`src/rtl/complement_sequencer_pkg.sv`:
```
// Shared types and constants for the byte-serial complement sequencer.
package comp_seq_pkg;

    localparam int BYTE_W = 8;

    localparam logic MODE_TWOS = 1'b0;
    localparam logic MODE_ONES = 1'b1;

    typedef enum logic [1:0] {
        ST_IDLE = 2'd0,
        ST_RUN  = 2'd1,
        ST_DONE = 2'd2
    } state_t;

endpackage

```
`src/rtl/complement_sequencer_if.sv`:
```
// Operand/result handshake bundle for complement_sequencer.
// The ovf signal exists only when COMP_SEQ_OVF_EN is defined.
interface complement_sequencer_if #(
    parameter int WIDTH = 32
);
    logic             start_valid;
    logic             start_ready;
    logic [WIDTH-1:0] in_data;
    logic             mode;
    logic [WIDTH-1:0] out_data;
    logic             out_valid;
    logic             out_ready;
    logic             busy;
`ifdef COMP_SEQ_OVF_EN
    logic             ovf;

    modport master (
        output start_valid, in_data, mode, out_ready,
        input  start_ready, out_data, out_valid, busy, ovf
    );

    modport slave (
        input  start_valid, in_data, mode, out_ready,
        output start_ready, out_data, out_valid, busy, ovf
    );
`else
    modport master (
        output start_valid, in_data, mode, out_ready,
        input  start_ready, out_data, out_valid, busy
    );

    modport slave (
        input  start_valid, in_data, mode, out_ready,
        output start_ready, out_data, out_valid, busy
    );
`endif
endinterface

```
`src/rtl/comp_byte_slice.sv`:
```
// One byte of the complement datapath: inverts the byte and adds the
// incoming +1 carry; the carry survives only through an all-zero byte.
module comp_byte_slice
    import comp_seq_pkg::*;
(
    input  logic [BYTE_W-1:0] byte_in,
    input  logic              cin,
    output logic [BYTE_W-1:0] byte_out,
    output logic              cout
);

    // Invert-and-increment plus carry propagation
    always_comb begin
        byte_out = ~byte_in + BYTE_W'(cin);
        cout     = cin & (byte_in == '0);
    end

endmodule

```
`src/rtl/complement_sequencer.sv`:
```
// Byte-serial two's/one's complement engine sharing one 8-bit slice across
// all operand bytes. Optional overflow flag enabled by COMP_SEQ_OVF_EN.
module complement_sequencer
    import comp_seq_pkg::*;
#(
    parameter int WIDTH = 32
) (
    input  logic                   clk,
    input  logic                   rst,
    complement_sequencer_if.slave  bus
);

    localparam int NBYTES = WIDTH / BYTE_W;
    localparam int IDXW   = (NBYTES > 1) ? $clog2(NBYTES) : 1;

    state_t            state;
    logic [WIDTH-1:0]  op;
    logic [WIDTH-1:0]  result;
    logic [IDXW-1:0]   idx;
    logic              carry;
    logic              out_valid_r;
    logic              busy_r;
    logic              start_fire;
    logic [BYTE_W-1:0] op_byte;
    logic [BYTE_W-1:0] slice_out;
    logic              slice_cout;
`ifdef COMP_SEQ_OVF_EN
    logic              mode_r;
    logic              low_zero;
    logic              ovf_r;
`endif

    assign bus.start_ready = (state == ST_IDLE) | ((state == ST_DONE) & bus.out_ready);
    assign start_fire      = bus.start_valid & bus.start_ready;
    assign op_byte         = op[idx*BYTE_W +: BYTE_W];

    comp_byte_slice u_slice (
        .byte_in  (op_byte),
        .cin      (carry),
        .byte_out (slice_out),
        .cout     (slice_cout)
    );

    // Sequencer FSM: capture, one byte per RUN cycle, hold result in DONE.
    // A start handshake is only possible in IDLE or in DONE with out_ready,
    // so it is handled ahead of the case and covers the back-to-back path.
    always_ff @(posedge clk or posedge rst) begin
        if (rst) begin
            state       <= ST_IDLE;
            op          <= '0;
            result      <= '0;
            idx         <= '0;
            carry       <= 1'b0;
            out_valid_r <= 1'b0;
            busy_r      <= 1'b0;
`ifdef COMP_SEQ_OVF_EN
            mode_r      <= MODE_TWOS;
            low_zero    <= 1'b0;
            ovf_r       <= 1'b0;
`endif
        end else if (start_fire) begin
            state       <= ST_RUN;
            op          <= bus.in_data;
            result      <= '0;
            idx         <= '0;
            carry       <= ~bus.mode;
            out_valid_r <= 1'b0;
            busy_r      <= 1'b1;
`ifdef COMP_SEQ_OVF_EN
            mode_r      <= bus.mode;
            low_zero    <= 1'b1;
            ovf_r       <= 1'b0;
`endif
        end else begin
            case (state)
                ST_RUN: begin
                    result[idx*BYTE_W +: BYTE_W] <= slice_out;
                    carry <= slice_cout;
                    idx   <= idx + 1'b1;
`ifdef COMP_SEQ_OVF_EN
                    low_zero <= low_zero & (op_byte == '0);
`endif
                    if (idx == IDXW'(NBYTES - 1)) begin
                        state       <= ST_DONE;
                        out_valid_r <= 1'b1;
                        busy_r      <= 1'b0;
`ifdef COMP_SEQ_OVF_EN
                        ovf_r <= (mode_r == MODE_TWOS) & low_zero &
                                 (op_byte == 8'h80);
`endif
                    end
                end
                ST_DONE: begin
                    if (bus.out_ready) begin
                        state       <= ST_IDLE;
                        out_valid_r <= 1'b0;
`ifdef COMP_SEQ_OVF_EN
                        ovf_r       <= 1'b0;
`endif
                    end
                end
                ST_IDLE: ;
                default: state <= ST_IDLE;
            endcase
        end
    end

    assign bus.out_data  = result;
    assign bus.out_valid = out_valid_r;
    assign bus.busy      = busy_r;
`ifdef COMP_SEQ_OVF_EN
    assign bus.ovf       = ovf_r;
`endif

endmodule

```
`src/flat_wrapper.sv`:
```
// flat-port wrapper written by rule: the top's interface ports become plain ports
module complement_sequencer_flat import comp_seq_pkg::*;
#(
    parameter int WIDTH = 32
)
  (clk, rst, bus_start_valid, bus_in_data, bus_mode, bus_out_ready, bus_start_ready, bus_out_data, bus_out_valid, bus_busy);
  complement_sequencer_if #(.WIDTH(WIDTH)) bus_i ();
  input  logic clk;
  input  logic rst;
  input wire logic [$bits(bus_i.start_valid)-1:0] bus_start_valid;
  input wire logic [$bits(bus_i.in_data)-1:0] bus_in_data;
  input wire logic [$bits(bus_i.mode)-1:0] bus_mode;
  input wire logic [$bits(bus_i.out_ready)-1:0] bus_out_ready;
  output wire logic [$bits(bus_i.start_ready)-1:0] bus_start_ready;
  output wire logic [$bits(bus_i.out_data)-1:0] bus_out_data;
  output wire logic [$bits(bus_i.out_valid)-1:0] bus_out_valid;
  output wire logic [$bits(bus_i.busy)-1:0] bus_busy;
  assign bus_i.start_valid = bus_start_valid;
  assign bus_i.in_data = bus_in_data;
  assign bus_i.mode = bus_mode;
  assign bus_i.out_ready = bus_out_ready;
  assign bus_start_ready = bus_i.start_ready;
  assign bus_out_data = bus_i.out_data;
  assign bus_out_valid = bus_i.out_valid;
  assign bus_busy = bus_i.busy;
  complement_sequencer #(.WIDTH(WIDTH)) u_core (.clk(clk), .rst(rst), .bus(bus_i));
endmodule
```
`config.mk`:
```
export PLATFORM = sky130hd
export DESIGN_NAME = complement_sequencer_flat
export DESIGN_NICKNAME = d
export VERILOG_FILES = /design/src/rtl/complement_sequencer_pkg.sv /design/src/rtl/complement_sequencer_if.sv /design/src/rtl/comp_byte_slice.sv /design/src/rtl/complement_sequencer.sv /design/src/flat_wrapper.sv
export SDC_FILE = /design/constraint.sdc
export NUM_CORES = 1
export LEC_CHECK = 0
export BUFFER_PORTS_ARGS = -buffer_cell sky130_fd_sc_hd__buf_4
export CAP_MARGIN = 20
export CORE_MARGIN = 2
export CORE_UTILIZATION = 25
export DETAILED_ROUTE_END_ITERATION = 8
export PLACE_DENSITY = 0.42
export SLEW_MARGIN = 10
export SYNTH_ARGS = -nofsm -noshare
export SYNTH_HDL_FRONTEND = slang
export SYNTH_SLANG_ARGS = --single-unit
```
`constraint.sdc`:
```
create_clock -name clk -period 3.2 [get_ports clk]
set_input_delay 0 -clock clk [delete_from_list [all_inputs] [get_ports clk]]
set_output_delay 0 -clock clk [all_outputs]
set_load 0.05 [all_outputs]
```
* Word-level counts from Yosys, hierarchy flattened
Index checks and enable logic that the tools add are counted.
** Word-level totals
- Flip-flop bits (word level) :: 71
- Bits of input ports :: 37
- Word-level logic and storage cells :: 51
** Operators by class
- Add/sub/neg operators :: 3
- Equal/unequal tests :: 6
- Shift-type cells :: 3
- Muxes and demuxes :: 18
- Bitwise operators :: 6
- Reductions and logical operators :: 8
** Operator list (number)
- $mux W32 :: 2
- $neg A5 Y34 :: 1
- $shift A8 B34 Y32 const A :: 1
- $shiftx A8 B34 Y32 :: 1
- $bwmux W32 :: 1
- $shiftx A32 B6 Y8 :: 1
- $mux W2 :: 5
- $add A8 B1 Y8 :: 1
- $logic_not A8 Y1 :: 1
- $mux W1 :: 8
- $not A8 Y8 :: 1
- $pmux W2 S3 :: 1
- $reduce_and A3 Y1 :: 2
- $eq A2 B2 Y1 const B :: 2
- $reduce_bool A2 Y1 :: 2
- $and A1 B1 Y1 :: 3
- $ne A3 B1 Y1 const B :: 1
- $ne A3 B2 Y1 const B :: 1
- $reduce_bool A3 Y1 :: 1
- $add A2 B1 Y2 const B :: 1
- $eq A2 B1 Y1 const B :: 1
- $logic_not A2 Y1 :: 1
- $ne A2 B1 Y1 const B :: 1
- $pmux W1 S2 :: 1
- 3 further kinds :: 3

* Longest topological paths before layout
Gate-level depths: netlist (run 1).
- Word-level depth :: 7
- Mapped depth :: 10
- Gate-level depth less buffers :: 8

* Cells and area by module
Synthesis (run 1) repeated with hierarchy kept, for this count alone.
** Unflattened totals
- Cell total of the unflattened synthesis :: 234
- Area, all modules :: 3333.2 um^2
** By module, submodules not included
- complement_sequencer :: instances 1, cells each 213, area each 3166.8 um^2, seq. area each 1776.7 um^2
- comp_byte_slice :: instances 1, cells each 21, area each 166.4 um^2, seq. area each 0.0 um^2

* Worst setup path before layout (run 1)
OpenSTA, ideal clock, no wires.
- Path kind :: register to register
- From :: register u_core.idx[0]
- To :: register u_core.result[14] (netlist: u_core.bus.out_data[14])
- Library setup time :: 0.126 ns
- Arrival :: 2.353 ns
- Required time :: 3.074 ns
- Setup slack :: 0.720 ns
- Cell stages (with the launch flop) :: 11
- Path buffers :: 2
- Clock period less this slack :: 2.480 ns
- Cells stage by stage :: dfrtp_1 -> buf_6 -> buf_2 -> mux4_2 -> inv_1 -> ha_1 -> ha_1 -> inv_1 -> a2111o_1 -> xnor2_2 -> o21ai_1
** On the way
- Cells in the longest elaborated chain, start to end :: 7
- Elaborated cells on any way between the ends :: 9
- Those cells by class :: add/sub (2); shift (3); mux (3); bitwise (1)
** RTL lines
- start: declaration :: RTL line complement_sequencer.sv:19 : logic [IDXW-1:0] idx;
- start signal: assignment :: RTL line complement_sequencer.sv:79 : idx <= idx + 1'b1;
- $shiftx A32 B6 Y8 :: RTL line complement_sequencer.sv:35 : assign op_byte = op[idx*BYTE_W +: BYTE_W];
- $not A8 Y8 :: RTL line comp_byte_slice.sv:14 : byte_out = ~byte_in + BYTE_W'(cin);
- $add A8 B1 Y8 :: RTL line comp_byte_slice.sv:14
- $shiftx A8 B34 Y32 :: RTL line complement_sequencer.sv:77 : result[idx*BYTE_W +: BYTE_W] <= slice_out;
- $bwmux W32 * :: RTL line complement_sequencer.sv:77
- $mux W32 * :: RTL line complement_sequencer.sv:75 : case (state)
- $mux W32 * :: RTL line complement_sequencer.sv:61 : end else if (start_fire) begin
- end signal: indexed assignment :: RTL line complement_sequencer.sv:77
- end: declaration :: RTL line complement_sequencer.sv:18 : logic [WIDTH-1:0] result;
Mark *: on every way between the ends. The rest lies on a longest branch, timed or not. The select of a mux whose other input is x is not followed.
A chain may end at the register's enable or synchronous reset.

* Final worst setup path (run 1)
- From :: register u_core.idx[0]
- To :: register u_core.result[22] (netlist: u_core.bus.out_data[22])
Same word-level chain as after synthesis.

==> results of run 1 <==
-- final timing paths --
| path | startpoint | end | slack, ps | cells after the start |
|---|---|---|---|---|
| max in group asynchronous | rst | u_core.op[3] | 1990 | 4 |
| worst max-delay path | u_core.idx[0] | u_core.bus.out_data[22] | 740 | 8 |
| worst min register to register | u_core.op[29] | u_core.op[29] | 480 | 2 |
| worst max register to register | u_core.idx[0] | u_core.bus.out_data[22] | 740 | 8 |
| min in group asynchronous | rst | u_core.bus.out_data[9] | 450 | 3 |
| worst min-delay path | bus_start_valid | u_core.state[1] | 40 | 4 |
-- kinds of logic after synthesis --
family / after synthesis / share of synthesized area
buf+inv: 23 / 0.02904
simple gates: 154 / 0.1926
compound gates: 47 / 0.1043
fa+ha+maj: 11 / 0.04203
mux: 10 / 0.06840
xor+xnor: 7 / 0.02102
flops: 71 / 0.5426
-- registers in the layout (all words and copies together) (netlist names) --
signal,flops
u_core.bus.busy,1
u_core.bus.out_data,32
u_core.bus.out_valid,1
u_core.carry,1
u_core.idx,2
u_core.op,32
u_core.state,2
-- power groups by stage --
| stage | combinational [uW] | clock, uW | sequential [uW] |
|---|---|---|---|
| final | 1940 | 1090 | 1440 |
| after global routing | 2150 | 1150 | 1480 |
| after CTS | 1960 | 1110 | 1450 |
| after detailed placement | 1920 | 0 | 1460 |
| after global placement | 1920 | 0 | 1460 |
| after floorplan | 1140 | 0 | 1630 |
-- worst max-delay path, stage by stage, from the launching register on --
cell      delay (ps)
dfrtp_1          520
buf_4            290
mux4_2           530
inv_1             70
ha_1             170
inv_1             60
a2111o_1         330
xnor2_2          260
o21ai_1          100
-- per-layer routing --
layer / routed length, um / vias up / GRT usage / share of wire
li1: - / 1318 / - / -
met3: 382 / 11 / 0.03523 / 0.043
met4: 112 / 0 / 0.04018 / 0.013
met5: 0 / - / 0 / 0
met1: 4459 / 1256 / 0.1873 / 0.51
met2: 3870 / 72 / 0.1940 / 0.44
-- per-stage QoR --
step                area [um2]    util  cells
global placement          3995  0.3140    556
finish                    4661  0.3663    606
global route              4661  0.3663    606
CTS                       4661  0.3663    606
detailed placement        3995  0.3140    556
floorplan                 3274       -    323
-- area by class of cell --
cell class,instances,area share
sequential,71,0.3812
tap,172,0.04617
multi-input combinational,229,0.3009
clock inverter,3,0.01396
inverter,8,0.006443
clock buffer,13,0.05584
timing repair buffer,110,0.1954
-- layout by cell type (no fill, tap or decap), types with 4 or more instances in the layout --
cell type and count:
dfrtp_1 71, a21oi_1 7, o21ai_0 6, o21ai_1 4, mux4_2 6, clkbuf_16 9
nand3_1 6, nor2_1 14, ha_1 11, dlygate4sd3_1 34, a22o_1 22, buf_4 76
xnor2_1 4, nand2_1 114, nor3_1 5, inv_1 7
-- what timing repair did --
action,CTS,global route
endpoints found under the hold margin,75,0
setup buffers,0,0
hold buffers,34,0
==> results.md, run 1 <==
* Nets@finish at 477
* Measured slew at the worst slew-check pin at 914.6 ps
* Mapped Area at 0.003274 mm2
* Leak at 0.002311 uW
* Placer Congestion at 0.8356
* Worst setup EP type: flop
* H-tree Lvls at 3
* Antenna fix cells at 0
* Final-report hold violation count at 0
* P&R area growth vs syn at 42.34%
* Setup WS pre-CTS at 720.7 ps
* Seq/Total Area, Yosys at 0.5426
* Internal at 2631 uW
* TNS Setup at 0 ps
* Most common flop cell mapped by yosys: dfrtp_1
* Fmax achieved at 0.4067 GHz
* Tcrit/Tclk final at 0.7685
* Max Root-Sink Buffers at 2
* Initial antenna violation count at 0
* GRT Util Overall at 0.1313
* Flop pwr share at 0.322
* WL/cell at 14.56 um
* Syn_nets at 371
* Combinational share of power at 0.434
* CTS sink count at 71
* Filler cells at 1357
* Synth async-reset ratio at 1.000
* Minimum clock period at 2459 ps
* Syn. warnings at 0
* # setup viols final at 0
* Die Wd at 118.4 um
* Total power at 4460 uW
* P_sw at 1829 uW
* First-pass DRT Iterations at 4
* Critical Path AT at 2670 ps
* Clock transition at path regs at 50 ps
* GRT Residual Overflow at 0
* Num rows at 41
* Synth unique cells at 36
* Root Buffer: clkbuf_16
* Leading area contributor after synthesis: dfrtp_1
* Initial Utilization at 0.2574
* RSZ-0062 raised after global routing: false
* Post-detailed-routing wire length at 8824 um
* Slew Limit Fails at 0
* Top post-synthesis cells by count: nand2_1 (114), dfrtp_1 (71), a22o_1 (22)
* Count leader, synth: nand2_1
* CP max FO at 14
* Hold slack final at 42.49 ps
* Worst setup margin at 740.9 ps
* Full die area at 0.01403 mm2
* DR vias at 2657
* Worst slew margin at 0.3894
* Core area at 0.01272 mm2
* Worst skew pair latency at 330 ps
* Sw frac at 0.4101
* Crit path required time at 3410 ps
* CTS tree: done
* Critical path class: flop to flop
* IO Count at 72
* Post-synthesis cell count at 323
* Maxcap violations at 0
* First-pass GRT wire length at 14330 um
* Proportion of layout cells with a drive suffix above 1 at 0.2258
* Footprint of the multi-input gates at 0.001403 mm2
* Peak supply drop at 0.3369 mV
* Post-CTS resize count at 0
* Largest cells by area after synthesis: dfrtp_1 (54%), nand2_1 (13%), a22o_1 (5.9%)
* Clk_skew at 7.017 ps
* Flops & latches, synth at 71
* Via density at 4.384
* Critical Path Start Type: flop
* Status: finished, final reports clean
* Avg Cell Area, Syn at 10.14 um2
* FF+latch area at 0.001777 mm2
* HP Class: primary input to flop
* I/O Buffers at 71
* Die Y at 118.4 um
* Cell area power density at 956.8 mW/mm2
* Initial detailed-routing violation count at 141
* Top cell type's share of synthesized area at 0.5426
* DRC at 0
* CTS Buf Count at 9
* Post-route ant nets at 0
* Largest net degree at the start of global routing at 45
* Clk network pwr share at 0.244
* Post-DP HPWL at 6290 um
* Vias in the first global route at 2678
* Post-synth EDFFs at 0
Note: power is estimated with default switching activity, not from simulation.
==> run 2, diff against run 1 <==
- PLACE_DENSITY: 0.42 -> 0.43
- clock period: 3.2 -> 2 ns (I/O delays scaled with it)
==> run 2 against run 1 <==
The run now ends with negative setup slack left; power is 83% higher; sequential power increased by 57%; final area is 10% higher; clock skew down 3.8 ps; critical path type unchanged; critical endpoint is now u_core.bus.out_data[30]; largest cell class unchanged; largest power group unchanged; highest routed layer unchanged.
==> results.md, run 2 (synthesis gave the netlist of run 1 again) <==
* Status: finished with violations
* Violated checks: negative setup slack
* Worst slew margin at 0.5804 (+0.1911)
* Critical Path AT at 2410 ps (-260 ps)
* Total power at 8175 uW (+83%)
* Worst setup margin at -191.6 ps (-932.5 ps)
* Max Root-Sink Buffers at 2 (unchanged)
* Core area at 0.01272 mm2 (unchanged)
* Maxcap violations at 0 (unchanged)
* Proportion of layout cells with a drive suffix above 1 at 0.3577 (+0.1319)
* HP Class: primary input to flop
* Footprint of the multi-input gates at 0.001531 mm2 (+9.2%)
* Worst skew pair latency at 330 ps (about the same)
* IO Count at 72 (unchanged)
* Minimum clock period at 2192 ps (-267.5 ps)
* # setup viols final at 23 (+23)
* FF+latch area at 0.001778 mm2 (about the same)
* Final-report hold violation count at 0 (unchanged)
* Cell area power density at 1588 mW/mm2 (+66%)
* Filler cells at 1312 (-3.3%)
* Antenna fix cells at 0 (unchanged)
* GRT Residual Overflow at 0 (unchanged)
* Fmax achieved at 0.4563 GHz (+12%)
* Clock transition at path regs at 60 ps (about the same)
* Die Wd at 118.4 um (unchanged)
* Critical Path Start Type: flop
* CTS tree: done
* First-pass DRT Iterations at 4 (unchanged)
* WL/cell at 14.11 um (-3.1%)
* Vias in the first global route at 2885 (+7.7%)
* Nets@finish at 521 (+9.2%)
* Slew Limit Fails at 0 (unchanged)
* Critical path class: flop to flop
* RSZ-0062 raised after global routing: true
* Worst setup EP type: flop
* Commonest non-fill, non-tap cell in the layout: buf_4
* Root Buffer: clkbuf_16
* Initial detailed-routing violation count at 132 (-6.4%)
* DR vias at 2800 (+5.4%)
* Full die area at 0.01403 mm2 (unchanged)
* Placer Congestion at 0.7225 (-14%)
* H-tree Lvls at 3 (unchanged)
* Leak at 0.002539 uW (+9.9%)
* Peak supply drop at 0.6483 mV (+92%)
* Crit-path cells: buf_4, mux4_2, or2_1, a2111o_1, xnor2_2, o21ai_1
* Die Y at 118.4 um (unchanged)
* Tcrit/Tclk final at 1.096 (+0.3273)
* Inst Count DP at 597 (+7.4%)
* I/O Buffers at 71 (unchanged)
* Post-route ant nets at 0 (unchanged)
* Post-detailed-routing wire length at 9169 um (+3.9%)
* DRC at 0 (unchanged)
* Initial antenna violation count at 0 (unchanged)
* P&R area growth vs syn at 57.24%
* Slowest stage cell, crit path: mux4_2
* Most frequent cells in the layout: buf_4 (117), nand2_1 (112), dfrtp_1 (70), dlygate4sd3_1 (34), a22o_1 (22)
* CP max FO at 5 (-9)
* Num rows at 41 (unchanged)
* Crit path required time at 2210 ps (-1200 ps)
* Largest net degree at the start of global routing at 72 (+60%)
* CTS Buf Count at 9 (unchanged)
* Measured slew at the worst slew-check pin at 625.6 ps (-289.0 ps)
* CP max stage delay at 540 ps (about the same)
* Clk_skew at 3.195 ps (-3.822 ps)
* CTS sink count at 71 (unchanged)
* First-pass GRT wire length at 14820 um (+3.4%)
* Post-DP HPWL at 6726 um (+6.9%)
* Non-Filler Instances at 650 (+7.3%)
* GRT Util Overall at 0.1344 (+0.003080)
* Initial Utilization at 0.2574 (unchanged)
* Via density at 4.308 (-1.8%)
## run 2: area by class of cell
| class | instances | share of cell area |
|---|---|---|
| inverter | 8 | 0.007776 |
| clock inverter | 6 | 0.01628 |
| clock buffer | 10 | 0.04642 |
| multi-input combinational | 229 | 0.2974 |
| tap | 172 | 0.04180 |
| timing repair buffer | 154 | 0.2450 |
| sequential | 71 | 0.3453 |
## run 2: power breakdown
part	switching (uW)	total [uW]	internal (uW)
Clock	611	1730	1120
Sequential	343	2260	1920
Combinational	2310	4180	1870
Total	3260	8170	4910
## run 2: timing repair
item	4_1_cts	5_1_grt
pin swaps	9	7
endpoints found under the hold margin	104	0
endpoints found under the setup margin	31	34
buffers inserted	2	3
hold buffers	34	0
resized for setup	22	12
## run 2: path summary, 6_finish.rpt
path	start	endpoint	slack (ps)	depth (start not counted)
max in group asynchronous	rst	u_core.idx[0]	1350	4
min	bus_out_ready	u_core.bus.out_valid	30	4
min in group asynchronous	rst	u_core.bus.out_data[5]	290	4
max reg2reg	u_core.idx[0]	u_core.bus.out_data[30]	-190	6
max	u_core.idx[0]	u_core.bus.out_data[30]	-190	6
min reg2reg	u_core.op[6]	u_core.op[6]	470	2
## run 2: routing by layer
layer	track usage	up-vias	wire [um]
met5	0	-	0
met3	0.03716	10	451
met1	0.1757	1327	4286
met4	0.03795	0	97
li1	-	1394	-
met2	0.2182	69	4332
## run 2: metrics by stage
step,utilization,instance area [um2],worst slack [ps],hold slack (ps),setup TNS [ps]
6_report,0.4047,5149,-191.6,28.82,-2116
5_1_grt,0.4047,5149,-281.4,59.46,-5029
4_1_cts,0.4002,5091,-197.3,14.54,-1869
3_5_place_dp,0.3413,4342,-240.4,126.4,-3970
3_3_place_gp,0.3413,4342,-169.1,121.4,-2640
2_1_floorplan,-,3307,-308.8,105.4,-2377
## run 2: worst max-delay path: cells and delay by family (launching register included)
kind / cells / cell delay (ps)
AND/OR/NAND/NOR: 1 / 230
flip-flops: 1 / 420
buffers and inverters: 1 / 140
AO/OA/AOI/OAI: 2 / 490
XOR/XNOR: 1 / 260
multiplexers: 1 / 540
